**src/rtl/input_debounce_if.sv**
```systemverilog
// input_debounce_if: raw board inputs toward the debouncer and the clean levels and pulses it returns
interface input_debounce_if;
    logic [4:0] btn_raw;
    logic [7:0] sw_raw;
    logic [4:0] btn_db;
    logic [7:0] sw_db;
    logic [4:0] btn_press;
    logic [4:0] btn_release;
    logic [7:0] sw_change;
    modport master (
        output btn_raw, sw_raw,
        input  btn_db, sw_db, btn_press, btn_release, sw_change
    );
    modport slave (
        input  btn_raw, sw_raw,
        output btn_db, sw_db, btn_press, btn_release, sw_change
    );
endinterface

```
**src/rtl/input_debounce.sv**
```systemverilog
// input_debounce: per-bit synchronizer, stability counter and edge-pulse generator for 5 buttons and 8 switches
module input_debounce #(
    parameter int SYNC_STAGES     = 2,
    parameter int DEBOUNCE_CYCLES = 12500,
    parameter bit BTN_ACTIVE_LOW  = 1'b0,
    parameter bit SW_ACTIVE_LOW   = 1'b0
) (
    input logic clk,
    input logic rst_n,
    input_debounce_if.slave bus
);
    localparam int N  = 13;
    localparam int CW = DEBOUNCE_CYCLES < 2 ? 1 : $clog2(DEBOUNCE_CYCLES + 1);
    logic [N-1:0] raw, pre, stable, stable_nx;
    logic [SYNC_STAGES-2:0][N-1:0] chain;
    logic [4:0] press, release_q;
    logic [7:0] sw_chg;
    assign raw = {bus.sw_raw ^ {8{SW_ACTIVE_LOW}}, bus.btn_raw ^ {5{BTN_ACTIVE_LOW}}};
    assign pre = chain[SYNC_STAGES-2];
    always_ff @(posedge clk) begin
        if (!rst_n) begin
            chain <= '0;
        end else begin
            chain[0] <= raw;
            for (int k = 1; k < SYNC_STAGES - 1; k++) chain[k] <= chain[k-1];
        end
    end
    generate
        if (DEBOUNCE_CYCLES == 0) begin : g_bypass
            // the stable register doubles as the last synchronizer stage
            assign stable_nx = pre;
        end else begin : g_count
            localparam logic [CW-1:0] LAST = CW'(DEBOUNCE_CYCLES - 1);
            logic [N-1:0] sync, hit;
            logic [N-1:0][CW-1:0] cnt;
            always_ff @(posedge clk) begin
                if (!rst_n) begin
                    sync <= '0;
                    cnt  <= '0;
                end else begin
                    sync <= pre;
                    for (int i = 0; i < N; i++)
                        cnt[i] <= (sync[i] == stable[i] || cnt[i] == LAST) ? '0 : cnt[i] + 1'b1;
                end
            end
            always_comb begin
                hit = '0;
                for (int i = 0; i < N; i++) hit[i] = cnt[i] == LAST;
            end
            assign stable_nx = stable ^ ((sync ^ stable) & hit);
        end
    endgenerate
    always_ff @(posedge clk) begin
        if (!rst_n) begin
            stable    <= '0;
            press     <= '0;
            release_q <= '0;
            sw_chg    <= '0;
        end else begin
            stable    <= stable_nx;
            press     <= stable_nx[4:0] & ~stable[4:0];
            release_q <= ~stable_nx[4:0] & stable[4:0];
            sw_chg    <= stable_nx[12:5] ^ stable[12:5];
        end
    end
    assign bus.btn_db      = stable[4:0];
    assign bus.sw_db       = stable[12:5];
    assign bus.btn_press   = press;
    assign bus.btn_release = release_q;
    assign bus.sw_change   = sw_chg;
endmodule

```
**src/flat_wrapper.sv**
```systemverilog
// flat-port wrapper written by rule: the top's interface ports become plain ports
module input_debounce_flat 
#(
    parameter int SYNC_STAGES     = 2,
    parameter int DEBOUNCE_CYCLES = 12500,
    parameter bit BTN_ACTIVE_LOW  = 1'b0,
    parameter bit SW_ACTIVE_LOW   = 1'b0
)
  (clk, rst_n, bus_btn_raw, bus_sw_raw, bus_btn_db, bus_sw_db, bus_btn_press, bus_btn_release, bus_sw_change);
  input_debounce_if bus_i ();
  input logic clk;
  input logic rst_n;
  input wire logic [$bits(bus_i.btn_raw)-1:0] bus_btn_raw;
  input wire logic [$bits(bus_i.sw_raw)-1:0] bus_sw_raw;
  output wire logic [$bits(bus_i.btn_db)-1:0] bus_btn_db;
  output wire logic [$bits(bus_i.sw_db)-1:0] bus_sw_db;
  output wire logic [$bits(bus_i.btn_press)-1:0] bus_btn_press;
  output wire logic [$bits(bus_i.btn_release)-1:0] bus_btn_release;
  output wire logic [$bits(bus_i.sw_change)-1:0] bus_sw_change;
  assign bus_i.btn_raw = bus_btn_raw;
  assign bus_i.sw_raw = bus_sw_raw;
  assign bus_btn_db = bus_i.btn_db;
  assign bus_sw_db = bus_i.sw_db;
  assign bus_btn_press = bus_i.btn_press;
  assign bus_btn_release = bus_i.btn_release;
  assign bus_sw_change = bus_i.sw_change;
  input_debounce #(.SYNC_STAGES(SYNC_STAGES), .DEBOUNCE_CYCLES(DEBOUNCE_CYCLES), .BTN_ACTIVE_LOW(BTN_ACTIVE_LOW), .SW_ACTIVE_LOW(SW_ACTIVE_LOW)) u_core (.clk(clk), .rst_n(rst_n), .bus(bus_i));
endmodule
```
**config.mk**
```make
export PLATFORM = sky130hd
export DESIGN_NAME = input_debounce_flat
export DESIGN_NICKNAME = d
export VERILOG_FILES = /design/src/rtl/input_debounce_if.sv /design/src/rtl/input_debounce.sv /design/src/flat_wrapper.sv
export SDC_FILE = /design/constraint.sdc
export NUM_CORES = 1
export LEC_CHECK = 0
export ABC_AREA = 0
export CAP_MARGIN = 20
export CORE_ASPECT_RATIO = 1.5
export CORE_UTILIZATION = 40
export DETAILED_ROUTE_END_ITERATION = 8
export SKIP_LAST_GASP = 1
export SLEW_MARGIN = 20
export SYNTH_ARGS = -nofsm -noshare
export SYNTH_HDL_FRONTEND = slang
export SYNTH_SLANG_ARGS = --single-unit
```
**constraint.sdc**
```tcl
create_clock -name clk -period 2.6 [get_ports clk]
set_input_delay 0.52 -clock clk [delete_from_list [all_inputs] [get_ports clk]]
set_output_delay 0.52 -clock clk [all_outputs]
set_load 0.01 [all_outputs]
```
### Word level (Yosys, flattened, before mapping)

Index checks and enable logic that the tools add are counted.

| operators by class | value |
|---|---|
| add/sub/neg operators | 13 |
| equality and inequality tests | 26 |
| bitwise operators | 9 |
| reduce and logical (&&, ||, !) cells | 26 |

Operator list:

| cell | number |
|---|---|
| adder 14 x 1 -> 14 bit, second input constant | 13 |
| equality test 14 bit, second input constant | 13 |
| OR reduction 2 bit | 13 |
| bitwise XOR 13 bit | 2 |
| AND 13 bit | 1 |
| equality test 1 bit | 13 |
| logical OR 1 bit | 13 |
| AND 5 bit | 2 |
| inverter 5 bit | 2 |
| bitwise XOR 8 bit | 1 |
| inverter 1 bit | 1 |

| storage, ports and cells | value |
|---|---|
| bits in registers | 239 |
| bits of input ports | 15 |
| output and inout bits | 31 |

### Logic depth before layout (Yosys ltp)

Gate-level depths: netlist of run 1.

| logic depth | value |
|---|---|
| depth in word-level cells | 5 |
| mapped depth | 7 |

### Worst setup path before layout of run 1

OpenSTA, ideal clock, no wires.

| timing | value |
|---|---|
| kind | reg-to-reg |
| from | register u_core.g_count.cnt[84] (netlist name) |
| to | register u_core.g_count.cnt[90] (netlist name) |
| library setup time | 0.115 ns |
| data arrival time | 1.947 ns |
| required time | 2.485 ns |
| setup slack | 0.538 ns |
| cell stages (with the launch flop) | 7 |
| buffers on the path | 1 |
| clock period less this slack | 2.062 ns |
| cell sequence | dfxtp_1 -> ha_1 -> or4b_2 -> or4_4 -> nand3_2 -> buf_6 -> nor2_1 |

| between the ends | value |
|---|---|
| cells in the longest elaborated chain, start to end | 3 |
| elaborated cells on any way between the ends | 4 |

RTL lines:

| what | line | text |
|---|---|---|
| from (decl) | input_debounce.sv:35 | `logic [N-1:0][CW-1:0] cnt;` |
| from (signal, indexed assignment) | input_debounce.sv:43 | `cnt[i] <= (sync[i] == stable[i] \|\| cnt[i] == LAST) ? '0 : cnt[i] + 1'b1;` |
| parallel branches: the longest is 3 deep, another holds adder 14 x 1 -> 14 bit | - |  |

Parallel ways; which one is timed is not known.
A chain may end at the register's enable or synchronous reset.

### Worst setup path after layout of run 1

| timing | value |
|---|---|
| from | register u_core.g_count.cnt[56] (netlist name) |
| to | register u_core.g_count.cnt[66] (netlist name) |

Same word-level chain as after synthesis.

==> results by group, run 1 <==
Logic synthesis
  • Mapped Cells: 1,088
  • FF+latch count, synth: 239
  • Primary FF master, synth: dfxtp_1
  • Syn_nets: 1,116
  • Cell Area, Synth: 9862 µm²
  • Yosys warns: 0
  • Sequential area share after synthesis: 48.52%
  • Number of flops mapped to enable cells by yosys: 0
  • Post-synthesis cell type count: 38
  • Ys async rst share: 0%
  • Post-synthesis average cell area: 9.064 µm²

Global route
  • GRT Total Usage: 14.87%
  • Global route overflow: 0
  • Vias in the first global route: 7,033
  • Largest net degree at the start of global routing: 25
  • First-pass GRT wire length: 31,690 µm
  • Antenna violations before repair: 0

Final layout
  • Number of fill cells: 2,372
  • ANT cells: 0
  • Most frequent cells in the layout: dfxtp_1 (239), nor2_1 (222), xnor2_1 (111)
  • Area grow syn2layout: 15.69%
  • Most common cell after layout, fill and taps aside: dfxtp_1
  • Fin nets: 1,164
  • Layout cells sized above 1: 5.633%

Clock network
  • CTS Buf Count: 24
  • TritonCTS clock tree: done
  • Worst skew pair latency: 510 ps
  • # hold bufs at CTS: 0
  • Resize count post-CTS: 0
  • CTS Buffer Depth: 3
  • Clock transition at the registers of the reported paths: 60 ps
  • CTS Root Buffer Type: clkbuf_16
  • Post-CTS Setup Bufs: 0
  • H-tree depth: 1
  • Clk sinks: 239

Critical path
  • Worst Setup End Kind: register
  • Worst EP required: 2980 ps
  • WP data arrival: 2660 ps
  • Crit path max fanout: 14
  • Critical path class: register to register
  • Critical Path Source Type: register

Timing
  • Setup_tns: 0 ps
  • Final period utilization: 87.65%
  • Least-Margin Pin Slew: 590.8 ps
  • Setup-failing EPs final: 0
  • Post-Route Skew: 7.999 ps
  • Final min period: 2279 ps
  • Max-slew headroom at the worst pin: 60.25%
  • Hold Vio Cnt, Final: 0
  • F_max: 438.8 MHz
  • Final Max Slew Viols: 0
  • RSZ-0062 raised after global routing: no

Job
  • Max cap viols: 0

Routing
  • Drt pass-1 iters: 4
  • Vias/cell: 4.911
  • Routed wire length: 18,060 µm
  • DRC viols: 0
  • Vias: 7,259
  • First-iteration detailed-routing DRC count: 194
  • Routed len/inst: 12.22 µm
  • Post-route ant nets: 0

Die
  • Starting Density: 40.65%
  • Core area: 24,260 µm²
  • Standard-cell rows: 70
  • Die X: 130.2 µm
  • Height of the die: 194.3 µm
  • I/O pins: 46
  • Die area: 25,300 µm²

Placement
  • Hpwl dp: 12,300 µm
  • Port bufs: 45
  • RD Place Congestion: 0.7683

Status
  • Status: completed

Min path
  • Hold crit path type: primary input to register

Power and ir drop
  • Power density cells: 636.5 nW/µm²
  • Peak supply drop: 0.0003968 V
  • Total power: 7.262 mW
  • P_leak: 3.570 nW
[through the flow]
stage	instance area, µm²	utilization [%]	hold WS, ps	instances	setup WS (ps)
floorplan	9862	-	411.9	1088	538.4
global placement	10600	43.68	417.0	1434	372.1
detailed placement	10600	43.68	419.1	1434	326.5
CTS	11410	47.03	266.5	1478	306.5
global route	11410	47.03	285.9	1478	192.4
finish	11410	47.03	290.2	1478	321.1
[worst paths after layout]
check / startpoint / to / slack, ps / cells past startpoint
max: u_core.g_count.cnt[56] / u_core.g_count.cnt[66] / 320 / 5
min: rst_n / u_core.chain[3] / 290 / 2
max reg2reg: u_core.g_count.cnt[56] / u_core.g_count.cnt[66] / 320 / 5
min reg2reg: u_core.chain[4] / u_core.g_count.sync[4] / 430 / 1
[layout make-up]
class                   instances  area (µm²)  share of cell area (%)
repair buffers                 48       467.9                   4.101
flip-flops and latches        239        4785                   41.93
inverters                      40       150.1                   1.316
well taps                     324       405.4                   3.553
clock inverters                 8       65.06                  0.5702
clock buffers                  36       747.0                   6.547
multi-input cells             783        4790                   41.98
[metal layers]
layer | GRT usage (%) | vias up | wire length, µm
met3 | 2.230 | 28 | 618
met5 | 0 | - | 0
li1 | - | 3775 | -
met1 | 17.69 | 3351 | 8120
met4 | 4.694 | 0 | 413
met2 | 26.81 | 105 | 8908
[power by group]
part	leakage (nW)	switching, mW	internal [mW]	total, mW
clock network	0.411	1.38	2.08	3.46
logic	1.23	0.0553	0.0404	0.0957
registers	1.93	0.0164	3.69	3.70
total	3.57	1.46	5.81	7.26
[cells by family (layout without fill, tap and decap cells)]
kind of cell | Yosys count | after routing | synth area share [%]
adder cells (fa/ha/maj) | 13 | 13 | 1.649
buffers and inverters | 66 | 132 | 2.918
flip-flops | 239 | 239 | 48.52
multiplexers | 13 | 13 | 1.319
AO/OA/AOI/OAI | 6 | 6 | 0.3299
XOR/XNOR | 166 | 166 | 14.74
AND/OR/NAND/NOR | 585 | 585 | 30.53
[registers in the layout, summed over array words and instances, names as in the netlist]
name,flops
u_core.g_count.sync,13
u_core.stable,13
u_core.bus.sw_change,8
u_core.chain,13
u_core.g_count.cnt,182
u_core.bus.btn_press,5
u_core.bus.btn_release,5
[Yosys cell counts (3+ instances only)]
master    number  area, µm²
nand2_1       54      202.7
and2_1        32      200.2
or4b_2         5      50.05
nand3b_1       8      60.06
nor4_1        37      231.5
nor2_1       222      833.3
mux2i_1       13      130.1
inv_1         40      150.1
nand4_1       39      244.0
clkbuf_1      14      52.55
or4_1          9      67.56
nor3b_1       11      82.58
dfxtp_1      239       4785
nand3_2        5      50.05
xnor2_1      111      972.2
or3_1          3      18.77
or2_1          3      18.77
xor2_1        55      481.7
and4_1         8      70.07
buf_4          5      37.54
or4b_1         6      60.06
and3_1         4      25.02
or2_2          3      18.77
or4_4          6      67.56
buf_2          5      25.02
nand3_1       76      380.4
a21oi_1        3      15.01
nor3_1        42      210.2
nor4b_1        5      43.79
ha_1          13      162.7
[critical path: stages, from the launching register on]
cell and delay (ps):
dfxtp_1 400, ha_1 240, or4b_1 450, or4_4 510, nand3_1 440, nor2_1 100
No activity file was read; power rests on OpenSTA's default activity.
==> inputs of run 2 (changes only) <==
--- a/config.mk
+++ b/config.mk
@@ -10,6 +10,7 @@
 export CORE_ASPECT_RATIO = 1.5
 export CORE_UTILIZATION = 40
 export DETAILED_ROUTE_END_ITERATION = 8
+export RECOVER_POWER = 25
 export SKIP_LAST_GASP = 1
 export SLEW_MARGIN = 20
 export SYNTH_ARGS = -nofsm -noshare
==> run 2 against run 1 <==
Compared with the run above: non-clock buffer count did not move; highest routed layer unchanged; first-iteration DRC count is 17% higher; via count hardly changed; maximum frequency barely moved; sequential share of layout area rose by 0.074 points; total power barely moved; combinational power fell by 2.2%; routed wire length down 0.19%; register-to-register slack about the same; utilization fell by 0.082 points.
==> results by group, run 2 (synthesis results as in run 1) <==
Status
  • Status: completed

Final layout
  • Most common cell after layout, fill and taps aside: dfxtp_1
  • Final instance area: 11,390 µm²
  • Layout cells sized above 1: 5.113%
  • Largest reg by FF count: u_core.g_count.cnt
  • Number of fill cells: 2,377
  • ANT cells: 0
  • Most frequent cells in the layout: dfxtp_1 (239), nor2_1 (222), xnor2_1 (111)
  • Fin nets: 1,164
  • Largest register FFs: 182
  • Area of the multi-input gates: 4775 µm²
  • Area grow syn2layout: 15.49%
  • Sequential Area: 4785 µm²

Min path
  • WHS Path Cells: 2
  • Hold crit path type: primary input to register

Job
  • Max cap viols: 0

Critical path
  • Worst EP required: 2980 ps
  • Max stage delay cell, worst path: or4_4
  • Critical Path Source Type: register
  • Crit path max fanout: 14
  • Worst Setup End Kind: register
  • WP data arrival: 2660 ps
  • CP Cell Sequence: ha_1 > or4b_1 > or4_4 > nand3_1 > nor2_1
  • Critical path class: register to register
  • CP max stage delay: 510 ps
  • Worst reg2reg path depth: 5

Global route
  • Global route overflow: 0
  • Antenna violations before repair: 0
  • GRT Total Usage: 14.87%
  • First-pass GRT wire length: 31,690 µm
  • Vias in the first global route: 7,033
  • Largest net degree at the start of global routing: 25

Clock network
  • CTS Buffer Depth: 3
  • Clock transition at the registers of the reported paths: 60 ps
  • Resize count post-CTS: 0
  • # hold bufs at CTS: 0
  • CTS Root Buffer Type: clkbuf_16
  • Post-CTS Setup Bufs: 0
  • Worst skew pair latency: 510 ps
  • CTS Buf Count: 24
  • H-tree depth: 1
  • TritonCTS clock tree: done
  • Clk sinks: 239

Timing
  • Final Max Slew Viols: 0
  • Setup-failing EPs final: 0
  • Fin worst setup slack: 320.1 ps
  • Setup_tns: 0 ps
  • Least-Margin Pin Slew: 913.6 ps
  • Max-slew headroom at the worst pin: 39.09%
  • Post-Route Skew: 7.822 ps
  • Hold Vio Cnt, Final: 0
  • Worst hold margin: 342.5 ps
  • Final min period: 2280 ps
  • F_max: 438.6 MHz
  • Final period utilization: 87.69%
  • RSZ-0062 raised after global routing: no

Routing
  • Drt pass-1 iters: 4
  • Routed len/inst: 12.20 µm
  • Vias: 7,256
  • Vias/cell: 4.909
  • First-iteration detailed-routing DRC count: 227
  • Post-route ant nets: 0
  • DRC viols: 0
  • Routed wire length: 18,030 µm

Die
  • Die area: 25,300 µm²
  • I/O pins: 46
  • Height of the die: 194.3 µm
  • Standard-cell rows: 70
  • Starting Density: 40.65%
  • Die X: 130.2 µm
  • Core area: 24,260 µm²

Power and ir drop
  • P_leak: 3.609 nW
  • Power density cells: 637.5 nW/µm²
  • Peak supply drop: 0.0003968 V
  • Total power: 7.261 mW

Placement
  • RD Place Congestion: 0.7683
  • Placed Area: 10,600 µm²
  • DP Worst Slack: 326.5 ps
  • Port bufs: 45
  • Hpwl dp: 12,300 µm
[run 2: cell count changes in the layout (fill, tap and decap cells not counted), sizes merged]
cell           delta
clkdlybuf4s50    -19
dlygate4sd3      +19
buf               -2
clkbuf            +2
[run 2: area by class of cell]
cell class,count,area share (%)
Clock inverter,8,0.5712
Sequential cell,239,42.01
Inverter,40,1.318
Multi-Input combinational cell,783,41.92
Tap cell,324,3.559
Timing Repair Buffer,48,4.065
Clock buffer,36,6.558
[run 2: worst max-delay path, delay by kind of cell, from the launching register on]
family                   cells  cell delay [ps]
adder cells (fa/ha/maj)      1              240
flip-flops                   1              390
AND/OR/NAND/NOR              4             1500
[run 2: path summary, 6_finish.rpt]
check                                            start                     end  slack [ps]
worst max-delay path            u_core.g_count.cnt[56]  u_core.g_count.cnt[66]         320
worst min-delay path                             rst_n        u_core.chain[11]         340
worst min register to register         u_core.chain[4]  u_core.g_count.sync[4]         430
worst max register to register  u_core.g_count.cnt[56]  u_core.g_count.cnt[66]         320
[run 2: per-layer routing]
| layer | vias up | track usage, % | part of all wire [%] |
|---|---|---|---|
| met2 | 96 | 26.81 | 49 |
| met5 | - | 0 | 0 |
| met1 | 3357 | 17.69 | 45 |
| met4 | 0 | 4.694 | 2.3 |
| met3 | 28 | 2.230 | 3.4 |
| li1 | 3775 | - | - |
[run 2: through the flow]
stage	instances	util, %
2_1_floorplan	1088	-
3_5_place_dp	1434	43.68
3_3_place_gp	1434	43.68
5_1_grt	1478	46.95
6_report	1478	46.95
4_1_cts	1478	47.03
[run 2: report_power, final]
part,internal (mW),leakage (nW),total [mW],switching (mW)
combinational,0.0382,1.27,0.0936,0.0553
clock,2.08,0.411,3.46,1.39
sequential,3.69,1.93,3.70,0.0164
==> inputs of run 3 (changes only) <==
--- a/config.mk
+++ b/config.mk
@@ -6,8 +6,9 @@
 export NUM_CORES = 1
 export LEC_CHECK = 0
 export ABC_AREA = 0
+export ABC_CLOCK_PERIOD_IN_PS = 2600
 export CAP_MARGIN = 20
-export CORE_ASPECT_RATIO = 1.5
+export CORE_ASPECT_RATIO = 2
 export CORE_UTILIZATION = 40
 export DETAILED_ROUTE_END_ITERATION = 8
 export RECOVER_POWER = 25
==> constraint.sdc (replaced) <==
create_clock -name clk -period 2.6 [get_ports clk]
set_input_delay 0.52 -clock clk [delete_from_list [all_inputs] [get_ports clk]]
set_output_delay 0.52 -clock clk [all_outputs]
set_load 0.05 [all_outputs]
==> run 3 against run 2 <==
Compared with the run above: maximum frequency down 1.7%; critical path type unchanged; sequential power barely moved; non-clock buffer count up 2; clock skew increased by 13 ps; cell count fell by 2.4%; largest power group unchanged.
==> results by group, run 3 (synthesis results as in run 1) <==
Global route
  • Global route overflow: 0
  • First-pass GRT wire length: 33,070 µm
  • Antenna violations before repair: 0
  • Vias in the first global route: 7,383
  • GRT Total Usage: 15.57%
  • Largest net degree at the start of global routing: 48

Placement
  • Placed Instances: 1,402
  • DP Worst Slack: 267.2 ps
  • Hpwl dp: 13,090 µm
  • Port bufs: 45
  • RD Place Congestion: 0.8341

Routing
  • Drt pass-1 iters: 4
  • Routed len/inst: 13.07 µm
  • Routed wire length: 18,860 µm
  • DRC viols: 0
  • Vias/cell: 5.082
  • First-iteration detailed-routing DRC count: 247
  • Vias: 7,334
  • Post-route ant nets: 0

Die
  • Core area: 24,320 µm²
  • Starting Density: 40.55%
  • I/O pins: 46
  • Die area: 25,330 µm²
  • Die X: 113.0 µm
  • Standard-cell rows: 81
  • Height of the die: 224.1 µm

Clock network
  • Resize count post-CTS: 0
  • CTS Buffer Depth: 3
  • TritonCTS clock tree: done
  • Clock transition at the registers of the reported paths: 60 ps
  • Worst skew pair latency: 520 ps
  • H-tree depth: 1
  • CTS Root Buffer Type: clkbuf_16
  • Clk sinks: 239
  • Post-CTS Setup Bufs: 0
  • # hold bufs at CTS: 0
  • CTS Buf Count: 23

Timing
  • Max-slew headroom at the worst pin: 57.51%
  • Worst hold margin: 425.3 ps
  • Final Max Slew Viols: 0
  • Setup-failing EPs final: 0
  • Least-Margin Pin Slew: 637.3 ps
  • Final period utilization: 89.18%
  • F_max: 431.3 MHz
  • RSZ-0062 raised after global routing: no
  • Fin worst setup slack: 281.4 ps
  • Post-Route Skew: 20.75 ps
  • Final min period: 2319 ps
  • Setup_tns: 0 ps
  • Hold Vio Cnt, Final: 0

Final layout
  • Most common cell after layout, fill and taps aside: dfxtp_1
  • ANT cells: 0
  • Layout cells sized above 1: 5.030%
  • Fin nets: 1,165
  • Most frequent cells in the layout: dfxtp_1 (239), nor2_1 (222), xnor2_1 (111)
  • Final cell count without fillers: 1,443
  • Area grow syn2layout: 14.96%
  • Largest reg by FF count: u_core.g_count.cnt
  • Largest register FFs: 182

Critical path
  • CP Cell Sequence: ha_1 > or4b_1 > or4_4 > nand3_1 > nor2_1
  • CP max stage delay: 510 ps
  • Top delay family on crit path: simple AND/OR/NAND/NOR gates
  • Worst Setup End Kind: register
  • Critical Path Source Type: register
  • Critical path class: register to register
  • WP data arrival: 2690 ps
  • Worst EP required: 2970 ps
  • Crit path max fanout: 14
  • Buf/Inv on CP: 0
  • Max stage delay cell, worst path: or4_4

Power and ir drop
  • P_leak: 3.531 nW
  • Power density cells: 635.9 nW/µm²
  • Peak supply drop: 0.0004684 V

Job
  • Max cap viols: 0

Status
  • Status: completed

Min path
  • Hold crit path type: register to register
==> run 3: changes by cell type in the layout (fill, tap and decap cells not counted), moves of 2 or more <==
cell,previous run,this run
clkdlybuf4s50_1,25,44
dlygate4sd3_1,19,0
clkbuf_8,8,3
and2_0,12,8
and2_1,20,24
clkbuf_1,5,9
or4_1,13,9
or4_4,2,6
bufinv_16,1,3
clkbuf_16,25,23
clkinv_2,7,5
==> run 3: final cells by class <==
| type | instances | area (µm²) |
|---|---|---|
| tap | 290 | 362.8 |
| multi-input combinational | 783 | 4790 |
| fill | 2362 | 12990 |
| timing repair buffer | 50 | 483.0 |
| clock buffer | 31 | 635.6 |
| sequential | 239 | 4785 |
| inverter | 40 | 150.1 |
| clock inverter | 10 | 131.4 |
==> run 3: worst paths after layout <==
kind | startpoint | endpoint | slack, ps | depth (start not counted)
max | u_core.g_count.cnt[56] | u_core.g_count.cnt[69] | 280 | 5
min | u_core.chain[10] | u_core.g_count.sync[10] | 430 | 1
max reg2reg | u_core.g_count.cnt[56] | u_core.g_count.cnt[69] | 280 | 5
min reg2reg | u_core.chain[10] | u_core.g_count.sync[10] | 430 | 1
==> run 3: through the flow <==
stage	area, µm²	power [mW]	util [%]
after floorplan	9862	3.840	-
after global routing	11340	7.489	46.61
after global placement	10580	3.887	43.51
final	11340	7.209	46.61
after CTS	11350	7.345	46.66
after detailed placement	10580	3.889	43.51
==> run 3: metal layers <==
layer	global-route usage (%)	up-vias	part of all wire [%]
met5	0	-	0
met4	7.513	0	3.6
met3	2.110	43	3.2
met2	30.02	98	53
met1	16.16	3418	40
li1	-	3775	-
==> run 3: power by group <==
part | total, mW | leakage [nW] | internal [mW] | switching, mW
combinational | 0.0990 | 1.22 | 0.0413 | 0.0577
sequential | 3.70 | 1.93 | 3.69 | 0.0160
clock | 3.41 | 0.378 | 2.02 | 1.39
==> RTL edit: new RTL, flow settings as in run 1 <==
`SYNC_STAGES` is set to 2 in 2 places; all go to 4.
--- a/src/rtl/input_debounce.sv
+++ b/src/rtl/input_debounce.sv
@@ -2,3 +2,3 @@
 module input_debounce #(
-    parameter int SYNC_STAGES     = 2,
+    parameter int SYNC_STAGES     = 4,
     parameter int DEBOUNCE_CYCLES = 12500,
--- a/src/flat_wrapper.sv
+++ b/src/flat_wrapper.sv
@@ -3,3 +3,3 @@
 #(
-    parameter int SYNC_STAGES     = 2,
+    parameter int SYNC_STAGES     = 4,
     parameter int DEBOUNCE_CYCLES = 12500,
Formal check against the unedited RTL: no difference found for any inputs over 10 cycles, from zero or initial values and one cycle with rst_n low; that may be too few to reach the edited logic, so the function may still have changed.
==> RTL edit against run 1 <==
  * Wire length increased by 4.0%
  * Sequential cell count increased by 26
  * Global-route usage decreased by 0.37 points
  * Synthesized cell count increased by 4.8%
  * Worst hold slack improved by 0.017 ns
  * Area after synthesis increased by 7.3%
  * Utilization increased by 0.38 points
  * Design area increased by 7.4%
  * Power increased by 12%
  * Setup slack improved by 0.20 ns
  * Largest power group unchanged
  * Highest routed layer unchanged
==> RTL edit: results (changes against run 1) <==
met3 routed WL=665 microns (+7.6%); slowest cell on the critical path=or4b_1; r2r setup slk=0.53 ns (+0.20 ns); largest net degree at the start of global routing=70 (+180%); WL final=18.8 mm (+4.0%); Clock Latency Late Sink=0.53 ns (+0.02 ns); status=finished, final reports clean; first-pass GRT wire length=33.4 mm (+5.3%); Psw=1.62 mW (+12%); Area contributors post-synth=dfxtp_1 50%, xor2_1 7.5%, nor2_1 7.5%; crit path from=u_core.g_count.cnt[58]; post-synthesis sequential area ratio=50.1% (+1.6 points); vias in the first global route=7472 (+6.2%); Post-synth top cells=265 x dfxtp_1, 212 x nor2_1, 91 x xor2_1; post-DR vias/cell=4.97 (+1.2%); gpl congestion=0.831 (+8.2%); WL met2=9.36 mm (+5.1%); sw frac=20.0% (-0.067 points); hold path depth=3 (+1); critical path arrival=2.47 ns (-0.19 ns); top-area cell type share of the netlist area=50.1% (+1.6 points); seq pwr=4.10 mW (+11%); Worst-Margin Slew=0.584 ns (-0.00692 ns); delay of the slowest cell on the worst path=0.55 ns (+0.04 ns); Max IR drop VDD=0.000478 V (+20%); post-synth cell types=41 (+7.9%); M1 WL=8.27 mm (+1.9%); nets=1209 (+3.9%); Comb power=82.4 uW (-14%); synthesized area per cell=9.29 sq um (+2.4%); layout cells sized above 1=5.75% (+0.11 points); worst clock skew=0.0170 ns (+0.00904 ns); Worst Hold End=u_core.bus.sw_change[7]; hold slack=0.307 ns (+0.0165 ns); drt first-iter violations=207 (+6.7%); non-filler instance count after layout=1534 (+3.8%); cell count of the worst reg-to-reg path=4 (-1); DP Worst Slack=0.507 ns (+0.180 ns); maximum clock rate=482 MHz (+9.8%); GR Util All Layers=14.5% (-0.37 points); CTS max path bufs=3 (unchanged); Critical Path Sink=u_core.g_count.cnt[60]
## RTL edit: final cells by class
type | instances | area [sq um]
clock buffer | 35 | 766
clock inverter | 14 | 160
fill | 2469 | 13600
inverter | 23 | 86.3
multi-input combinational | 813 | 5020
sequential | 265 | 5310
tap | 333 | 417
timing repair buffer | 51 | 503
## RTL edit: cell families (layout without fill, tap and decap cells)
| kind of cell | Yosys count | in the layout | synth area share [%] |
|---|---|---|---|
| AOI/OAI and AO/OA | 4 | 4 | 0.189 |
| xor gates and xnor gates | 167 | 167 | 13.8 |
| adders and majority gates | 13 | 13 | 1.54 |
| buffers and inverters | 62 | 123 | 2.47 |
| DFF | 265 | 265 | 50.1 |
| muxes | 12 | 12 | 1.13 |
| and+or+nand+nor | 617 | 617 | 30.7 |
## RTL edit: routing by layer
layer | up-vias | track usage, %
li1 | 3937 | -
met1 | 3546 | 16.8
met2 | 104 | 26.2
met3 | 38 | 2.34
met4 | 0 | 5.74
met5 | - | 0
